$ cat config.mk
export PLATFORM = sky130hd
export DESIGN_NAME = pe_8x4_seq_loader
export DESIGN_NICKNAME = d
export VERILOG_FILES = /design/src/rtl/pe_8x4_seq_loader.sv
export SDC_FILE = /design/constraint.sdc
export NUM_CORES = 1
export LEC_CHECK = 0
export CORE_ASPECT_RATIO = 0.5
export CORE_MARGIN = 2
export CORE_UTILIZATION = 40
export DETAILED_ROUTE_END_ITERATION = 6
export PLACE_DENSITY = 0.78
export SYNTH_ARGS = -nofsm -noshare
export SYNTH_HDL_FRONTEND = slang
export SYNTH_SLANG_ARGS = --single-unit
$ cat constraint.sdc
create_clock -name clk -period 6.4 [get_ports clk]
set_clock_uncertainty 0.1 [all_clocks]
set_input_delay 1.28 -clock clk [delete_from_list [all_inputs] [get_ports clk]]
set_output_delay 1.28 -clock clk [all_outputs]
set_load 0.02 [all_outputs]
$ cat src/rtl/pe_8x4_seq_loader.sv
// Stream-side loader/drainer for one 8-in, 4-out processing element.
// Deserialises weight/data words onto the PE buses, fires the PE, then serialises Q.
module pe_8x4_seq_loader #(
  parameter int unsigned WORD_LEN = 16,
  parameter int unsigned NEU_IN   = 8,
  parameter int unsigned NEU_OUT  = 4,
  parameter int unsigned PE_LAT   = 2
) (
  input  logic                                 clk,
  input  logic                                 rst,
  input  logic                                 start,
  input  logic                                 start_w,
  input  logic                                 in_valid,
  output logic                                 in_ready,
  input  logic [WORD_LEN-1:0]                  in_data,
  output logic [WORD_LEN*NEU_IN-1:0]           DATA,
  output logic [WORD_LEN*NEU_IN*NEU_OUT-1:0]   WEIGHT,
  output logic                                 pe_ce,
  input  logic [WORD_LEN*NEU_OUT-1:0]          pe_q,
  output logic                                 out_valid,
  input  logic                                 out_ready,
  output logic [WORD_LEN-1:0]                  out_data,
  output logic                                 busy,
  output logic                                 done
);

  localparam int unsigned NumW   = NEU_IN * NEU_OUT;
  localparam int unsigned CntMax = (NumW > PE_LAT + 1) ? NumW : PE_LAT + 1;
  localparam int unsigned CntW   = $clog2(CntMax + 1);
  localparam int unsigned OutW   = (NEU_OUT > 1) ? $clog2(NEU_OUT) : 1;

  typedef enum logic [2:0] {StIdle, StLoadW, StLoadD, StFire, StDrain} state_e;

  state_e                              state_q, state_d;
  logic [CntW-1:0]                     cnt_q, cnt_d;
  logic [WORD_LEN*NEU_IN-1:0]          data_q, data_d;
  logic [WORD_LEN*NEU_IN*NEU_OUT-1:0]  weight_q, weight_d;
  logic [WORD_LEN*NEU_OUT-1:0]         obuf_q, obuf_d;
  logic [OutW-1:0]                     out_sel;

  // One counter is shared: load word index, FIRE down-count, then drain index.
  assign out_sel  = cnt_q[OutW-1:0];
  assign out_data = obuf_q[WORD_LEN*int'(out_sel) +: WORD_LEN];
  assign busy     = (state_q != StIdle);
  assign DATA     = data_q;
  assign WEIGHT   = weight_q;

  always_comb begin
    state_d   = state_q;
    cnt_d     = cnt_q;
    data_d    = data_q;
    weight_d  = weight_q;
    obuf_d    = obuf_q;
    in_ready  = 1'b0;
    pe_ce     = 1'b0;
    out_valid = 1'b0;
    done      = 1'b0;

    case (state_q)
      StIdle: begin
        if (start) begin
          state_d = start_w ? StLoadW : StLoadD;
          cnt_d   = '0;
        end
      end
      StLoadW: begin
        in_ready = 1'b1;
        if (in_valid) begin
          weight_d[WORD_LEN*int'(cnt_q) +: WORD_LEN] = in_data;
          if (cnt_q == CntW'(NumW - 1)) begin
            state_d = StLoadD;
            cnt_d   = '0;
          end else begin
            cnt_d = cnt_q + CntW'(1);
          end
        end
      end
      StLoadD: begin
        in_ready = 1'b1;
        if (in_valid) begin
          data_d[WORD_LEN*int'(cnt_q) +: WORD_LEN] = in_data;
          if (cnt_q == CntW'(NEU_IN - 1)) begin
            state_d = StFire;
            cnt_d   = CntW'(PE_LAT);
          end else begin
            cnt_d = cnt_q + CntW'(1);
          end
        end
      end
      StFire: begin
        pe_ce = 1'b1;
        if (cnt_q == '0) begin
          // Counter is already 0 here, so the drain index starts at word 0.
          obuf_d  = pe_q;
          state_d = StDrain;
        end else begin
          cnt_d = cnt_q - CntW'(1);
        end
      end
      StDrain: begin
        out_valid = 1'b1;
        if (out_ready) begin
          if (cnt_q == CntW'(NEU_OUT - 1)) begin
            done    = 1'b1;
            state_d = StIdle;
            cnt_d   = '0;
          end else begin
            cnt_d = cnt_q + CntW'(1);
          end
        end
      end
      default: begin
        state_d = StIdle;
        cnt_d   = '0;
      end
    endcase
  end

  always_ff @(posedge clk) begin
    if (rst) begin
      state_q  <= StIdle;
      cnt_q    <= '0;
      data_q   <= '0;
      weight_q <= '0;
      obuf_q   <= '0;
    end else begin
      state_q  <= state_d;
      cnt_q    <= cnt_d;
      data_q   <= data_d;
      weight_q <= weight_d;
      obuf_q   <= obuf_d;
    end
  end

endmodule
; Word level (Yosys, flattened, before mapping)
; Index checks and enable logic that the tools add are counted.
[op_classes]
n_mux = 27
eq_ne = 16
order_cmp = 0
n_mul = 0
reduce_logical = 9
bitwise_logic = 0
div_mod_pow = 0
addsub = 3
shift = 5
[op_table]
columns = operator, n
row1 = 512-bit bitwise mux, 1
row2 = "16-bit by 34-bit variable shift with 512-bit output, first input constant", 1
row3 = 16-bit by 34-bit indexed part select with 512-bit output, 1
row4 = 128-bit bitwise mux, 1
row5 = "16-bit by 34-bit variable shift with 128-bit output, first input constant", 1
row6 = 16-bit by 34-bit indexed part select with 128-bit output, 1
row7 = 64-bit by 7-bit indexed part select with 16-bit output, 1
row8 = 6-bit 2-to-1 mux, 8
row9 = 10-bit negation with 34-bit output, 1
row10 = 6-bit case mux with 5 select lines, 1
row11 = 3-bit 2-to-1 mux, 8
row12 = "2-bit != test, second input constant", 9
row13 = 3-bit case mux with 5 select lines, 1
row14 = 8-bit AND reduction, 1
row15 = "6-bit by 1-bit adder with 6-bit output, second input constant", 1
row16 = "3-bit by 2-bit equality test with 1-bit output, second input constant", 2
row17 = "6-bit by 2-bit equality test with 1-bit output, second input constant", 1
row18 = "6-bit by 3-bit equality test with 1-bit output, second input constant", 1
row19 = "6-bit by 5-bit equality test with 1-bit output, second input constant", 1
row20 = 6-bit logical NOT, 1
row21 = 1-bit 2-to-1 mux, 6
row22 = 2-bit AND reduction, 3
row23 = "6-bit by 1-bit subtractor with 6-bit output, second input constant", 1
row24 = 5-bit AND reduction, 1
row25 = other kinds (6), 6
[word_totals]
latch_bits = 0
romBits = 0
memories = 0
elab_cells = 65
output_inout_bits = 661
ram_bits = 0
register_bits = 713

; Logic depth before layout (Yosys ltp)
; Gate-level depths: netlist of the first run.
[depth]
ltp_word = 4
mapped_depth = 15
depth_no_buf = 8

; Worst setup path after synthesis of the first run
; OpenSTA, ideal clock, no wires.
[synth_timing]
path_kind = register -> register
start = reg cnt_q[1]
end = reg weight_q[310], in the netlist WEIGHT[310]
path_buffers = 7
arrival_ns = 3.364
path_stages_with_launch = 13
path_slack_ns = 2.820
path_cell_list = dfxtp_1 buf_2 buf_1 buf_1 inv_1 ha_1 clkbuf_1 or4_1 clkbuf_1 or3_1 clkbuf_1 clkbuf_1 a31o_2
[synth_via]
elab_chain_len = 3
[synth_lines]
columns = item, line_no
row1 = start: declaration, 35  ; logic [CntW-1:0] cnt_q, cnt_d;
row2 = start signal: assignment, 128  ; cnt_q <= cnt_d;
row3 = 10-bit negation with 34-bit output (*), 69  ; weight_d[WORD_LEN*int'(cnt_q) +: WORD_LEN] = in_data;
row4 = 16-bit by 34-bit indexed part select with 512-bit output / 16-bit by 34-bit variable shift with 512-bit output (equally long branches), 69
row5 = 512-bit bitwise mux (*), 69
row6 = end signal: assignment, 130  ; weight_q <= weight_d;
row7 = end: declaration, 37  ; logic [WORD_LEN*NEU_IN*NEU_OUT-1:0] weight_q, weight_d;
; Mark *: on every way between the ends. The rest lies on a longest branch, timed or not.
; A chain may end at the register's enable or synchronous reset.

; Worst setup path in the final report of the first run
[layout_timing]
start = reg cnt_q[3]
end = reg weight_q[470], in the netlist WEIGHT[470]
; Same word-level chain as after synthesis.

==> results of run 1 <==
## per-layer routing
layer	global-route usage	share of wire
met1	0.394	0.38
met2	0.505	0.47
met3	0.0588	0.085
met4	0.198	0.065
met5	0	0.00031
## how the worst max path moves through the flow
stage	slack [ns]	depth (start not counted)	end	start
detailed placement	1.86	7	WEIGHT[478]$_SDFFE_PP0P_	cnt_q[3]$_SDFFE_PP0P_
finish	1.49	7	WEIGHT[470]$_SDFFE_PP0P_	cnt_q[3]$_SDFFE_PP0P_
global route	1.37	5	done	cnt_q[0]$_SDFFE_PP0P_
CTS	1.51	5	done	cnt_q[0]$_SDFFE_PP0P_
floorplan	2.82	12	WEIGHT[310]$_SDFFE_PP0P_	cnt_q[1]$_SDFFE_PP0P_
global placement	2.06	7	WEIGHT[478]$_SDFFE_PP0P_	cnt_q[3]$_SDFFE_PP0P_
## power groups by stage
stage	Clock, uW	Combinational, uW	Sequential [uW]
finish	4280	1660	4600
global route	4480	1730	4610
CTS	4300	1610	4590
detailed placement	0	1600	4690
global placement	0	1590	4690
floorplan	0	988	4680
## worst max-delay path: stages, from the launching register on
cell     delay (ns)
dfxtp_1        0.93
or4_1          0.27
nor2_1         0.08
ha_1           0.48
a21oi_1        0.96
nand3_1        0.72
nor2_2         0.94
o21ai_0        0.24
## flip-flops by register name, summed over array words and instances, names as in the netlist
| name | flops |
|---|---|
| obuf_q | 64 |
| WEIGHT | 512 |
| cnt_q | 6 |
| state_q | 3 |
| DATA | 128 |
## cell usage after synthesis (27+ instances only)
cell | instances | share of area
nand4_1 | 75 | 0.017
a31o_2 | 54 | 0.017
buf_2 | 55 | 0.0097
clkbuf_1 | 218 | 0.029
dfxtp_1 | 713 | 0.50
nand2_1 | 622 | 0.082
and3_1 | 32 | 0.0071
and4_1 | 33 | 0.010
nor2_1 | 186 | 0.025
o21ai_1 | 27 | 0.0048
mux2i_1 | 146 | 0.052
o21ai_0 | 183 | 0.032
nand3_1 | 385 | 0.068
a21oi_1 | 307 | 0.054
nand2b_1 | 31 | 0.0068
## metrics by stage
step / worst slack, ns / util / area [um^2]
floorplan: 2.82 / - / 28300
global placement: 2.06 / 0.521 / 36200
detailed placement: 1.86 / 0.521 / 36200
CTS: 1.51 / 0.554 / 38500
global route: 1.37 / 0.554 / 38500
finish: 1.49 / 0.554 / 38500
## final cells by class
class / count / area, um^2
Fill cell: 6036 / 31000
Sequential cell: 713 / 14300
Multi-Input combinational cell: 2278 / 12800
Timing Repair Buffer: 809 / 7910
Clock buffer: 91 / 1970
Tap cell: 945 / 1180
Clock inverter: 26 / 329
Inverter: 11 / 48.8
Antenna cell: 6 / 15.0
## cell usage in the layout (no fill, tap or decap), types with 4 or more instances in the layout
cell,n
a21oi_1,307
nor2_1,183
clkbuf_16,71
or4_1,6
nand4_1,75
o21ai_0,183
nor4_4,16
nor3_1,10
a31o_1,4
buf_4,61
or3_1,12
clkdlybuf4s50_1,736
o21ai_1,27
nand3_1,384
and3_1,32
mux4_2,16
inv_1,9
bufinv_16,7
and4_1,33
clkinv_2,13
mux2i_1,146
diode_2,6
clkbuf_8,12
and2_1,5
ha_1,4
o211ai_1,24
nor2_2,6
nand2b_1,31
nand2_1,622
nor3_2,8
buf_2,9
clkbuf_1,8
a22o_1,13
a211oi_1,5
dfxtp_1,712
a31o_2,54
## cell families (layout without fill, tap and decap cells)
logic type	after synthesis	in the layout	share of synthesized area
AOI/OAI and AO/OA	654	654	0.132
xor gates and xnor gates	6	6	0.00278
adders and majority gates	4	4	0.00177
buffers and inverters	324	937	0.0479
DFF	713	713	0.504
muxes	163	163	0.0647
other	0	6	0
and+or+nand+nor	1451	1451	0.246
==> impl_metrics.yaml, run 1 <==
hold_path:
  whs_endpoint: "WEIGHT[288]$_SDFFE_PP0P_"
  holdPathStages: 2
  min_path_type: "reg2reg"
  hold_start: "WEIGHT[288]$_SDFFE_PP0P_"
yosys:
  seq_area_frac_synth: 0.504
  synth_cell_types: 71
  synth-edff-count: 0
  async_flop_share: 0
  synth_warnings: 0
  synthFlopType: "dfxtp_1"
  synth.cell_area_um2: 28300
  post_synth.cell_area_avg_um2: 8.54
  syn_inst: 3315
  synth_fp_nets: 3405
  synth-seq-cells: 713
power_and_ir_drop:
  p_clk_frac: 0.406
  power_frac_seq: 0.436
  ir_drop_v: 0.000160
  power.switching_uw: 3140
  combPwrFrac: 0.158
  sw_frac_of_total: 0.298
  finalPower_uw: 10500
  power.density_nw_per_um2: 273
  leakagePower_uw: 0.0130
  intPower_uw: 7400
cts:
  cts_resized: 0
  ctsHoldBuffers: 0
  clk_pin_slew_ns: 0.07
  cts_tree: "done"
  htree_levels: 3
  post_cts_buffers: 0
  cts_buffers: 66
  ctsRootBufferMaster: "clkbuf_16"
  cts_num_sinks: 713
  clockBufferDepth: 3
  clk_latency_ns: 0.62
routing:
  avgViaCountPerCell: 5.81
  final_antenna_net_count: 0
  drc: 0
  drt_first_pass_iters: 6
  wl_per_cell_um: 25.0
  wl_um: 122000
  dr.first_iter.drc_count: 3737
  dr_total_vias: 28300
grt:
  gr-total-overflow: 0
  grt_usage: 0.315
  grt_pass1_wl_um: 173000
  antenna_found_initial: 12
  grt_max_degree: 199
  grt_pass1_vias: 25900
layout:
  final_cells: 4879
  area_growth_pct: 36.1
  nets: 3969
  drive_above_1_share: 0.0794
sta:
  drv_slew: 0
  finalSetupViolations: 0
  final.setup.tns_ns: 0
  rsz0062_at_grt: "false"
  period_share: 0.768
  hold_ws_ns: 0.350
  hold_violations: 0
  worst_pin_slew_ns: 1.33
  post-route-min-period_ns: 4.91
  slew_headroom: 0.105
  fmax_mhz: 204
setup_path:
  path_max_fanout: 23
  crit_type: "reg2reg"
  crit_path_end_kind: "register"
  reg2reg_from: "cnt_q[3]$_SDFFE_PP0P_"
  rrSetupSlack_ns: 1.49
  r2r-end: "WEIGHT[470]$_SDFFE_PP0P_"
  cp.arrival_ns: 5.27
  critPathRequiredTime_ns: 6.76
  start_kind: "register"
  reg2reg_depth: 7
place:
  globalplace.congestion: 0.928
  port_buffers: 746
  dp.cells: 4754
  dp.final_hpwl_um: 85200
floorplanning:
  start_util: 0.407
  ioPinCount: 747
  num_rows: 68
  fp.dieH_um: 192
  die_area_um2: 73100
  chipWidth_um: 380
  coreArea_um2: 69500
run_status:
  status: "complete, no violations"
run:
  maxCapViolations: 0
No activity file was read; power rests on OpenSTA's default activity.
==> run 2: changes to the inputs <==
clock period = 5 ns   (was 6.4 ns; I/O delays follow)
==> run 2 against run 1 <==
- utilization barely moved
- hold slack barely moved
- non-clock buffer count rose by 23
- via count rose by 0.66%
- sequential power rose by 27%
- clock power rose by 24%
- flip-flop and latch count did not move
- global-route usage rose by 0.13 points
- critical path type is now reg2out
- highest routed layer is now met4
==> impl_metrics.yaml, run 2 (same netlist as run 1, synthesis figures left out) <==
run_status:
  status: "complete, no violations"
cts:
  ctsHoldBuffers: 0
  cts_resized: 0
  clk_latency_ns: 0.65
  ctsRootBufferMaster: "clkbuf_16"
  post_cts_buffers: 0
  clk_pin_slew_ns: 0.07
  clockBufferDepth: 3
  cts_buffers: 66
  htree_levels: 3
  cts_tree: "done"
  cts_num_sinks: 713
layout:
  largest_reg_flops: 512
  nets: 3992
  fin_util: 0.555
  fillerInstances: 6124
  drive_above_1_share: 0.0821
  layout.cells.most_common: "clkdlybuf4s50_1"
  final_area_um2: 38600
  area_growth_pct: 36.2
  final_cell_mix: "736 x clkdlybuf4s50_1, 712 x dfxtp_1, 622 x nand2_1"
grt:
  grt_max_degree: 212
  grt_pass1_vias: 26100
  gr-total-overflow: 0
  grt_usage: 0.316
  antenna_found_initial: 6
  grt_pass1_wl_um: 173000
floorplanning:
  fp.dieH_um: 192
  die_area_um2: 73100
  chipWidth_um: 380
  num_rows: 68
  coreArea_um2: 69500
  start_util: 0.407
  ioPinCount: 747
power_and_ir_drop:
  power.density_nw_per_um2: 346
  combPwrFrac: 0.164
  power_frac_seq: 0.439
  p_clk_frac: 0.397
  ir_drop_v: 0.000245
  sw_frac_of_total: 0.302
  power.switching_uw: 4030
  intPower_uw: 9320
  leakagePower_uw: 0.0130
  finalPower_uw: 13300
setup_path:
  slowest_stage: "clkdlybuf4s50_1"
  crit_path_end_kind: "primary output"
  path_max_fanout: 47
  crit_type: "reg2out"
  cp_top_family: "buffers and inverters"
  worstSetupStartpoint: "cnt_q[0]$_SDFFE_PP0P_"
  path_buf_inv: 3
  start_kind: "register"
  crit_path_max_incr_delay_ns: 0.71
  cp.arrival_ns: 3.11
  reg2reg_from: "cnt_q[3]$_SDFFE_PP0P_"
  worstPathCellList: "buf_4, ha_1, inv_1, nor3_1, clkdlybuf4s50_1"
  critPathRequiredTime_ns: 3.90
place:
  dp.final_hpwl_um: 86400
  port_buffers: 746
  globalplace.congestion: 0.975
  place_ws_ns: 1.01
  place_area_um2: 36400
sta:
  slew_headroom: 0.153
  fin_ws_ns: 0.793
  finalSetupViolations: 0
  post-route-min-period_ns: 4.21
  drv_slew: 0
  period_share: 0.841
  final.setup.tns_ns: 0
  rsz0062_at_grt: "false"
  hold_violations: 0
  worst_pin_slew_ns: 1.26
  fmax_mhz: 238
routing:
  drc: 0
  wl_um: 123000
  wl_per_cell_um: 25.0
  dr_total_vias: 28500
  final_antenna_net_count: 0
  dr.first_iter.drc_count: 3474
  avgViaCountPerCell: 5.83
  drt_first_pass_iters: 6
hold_path:
  min_path_type: "reg2reg"
  hold_start: "WEIGHT[374]$_SDFFE_PP0P_"
run:
  maxCapViolations: 0
## run 2: cell count changes in the layout (fill, tap and decap cells not counted), moves of 3 or more
cell       delta
buf_4        +22
inv_6         +3
clkinv_2      -6
clkbuf_1      +4
clkbuf_16     -4
## run 2: routing by layer
layer	part of all wire	up-vias	track usage
li1	-	12700	-
met1	0.39	13800	0.395
met2	0.46	1588	0.500
met3	0.088	424	0.0668
met4	0.067	0	0.205
met5	0	-	0
## run 2: layout make-up
cell class,instances,area (um^2),share of cell area
flip-flops and latches,713,14300,0.370
multi-input cells,2278,12800,0.332
repair buffers,832,8100,0.210
clock buffers,90,1870,0.0486
well taps,945,1180,0.0307
clock inverters,21,283,0.00733
inverters,11,48.8,0.00127
diodes,6,15.0,0.000389
## run 2: worst paths after layout
kind	end	slack (ns)	depth (start not counted)
max	done	0.79	5
min	WEIGHT[374]$_SDFFE_PP0P_	0.35	2
max reg2reg	WEIGHT[17]$_SDFFE_PP0P_	0.85	8
min reg2reg	WEIGHT[374]$_SDFFE_PP0P_	0.35	2
## run 2: per-stage QoR
| stage | std cells | hold WS [ns] |
|---|---|---|
| final | 4896 | 0.350 |
| after global routing | 4893 | 0.372 |
| after CTS | 4889 | 0.351 |
| after detailed placement | 4778 | 0.342 |
| after global placement | 4778 | 0.337 |
| after floorplan | 3315 | 0.333 |
## run 2: tightest hold or removal path, delay by kind of cell (launching register included)
family / cells / cell delay (ns)
DFF: 1 / 0.31
and+or+nand+nor: 1 / 0.05
AOI/OAI and AO/OA: 1 / 0.05
## run 2: power by group through the flow
stage	clock network, uW	registers (uW)	logic (uW)
finish	5300	5860	2190
global route	5520	5870	2280
CTS	5310	5850	2130
detailed placement	0	5980	2120
global placement	0	5980	2100
floorplan	0	5990	1270
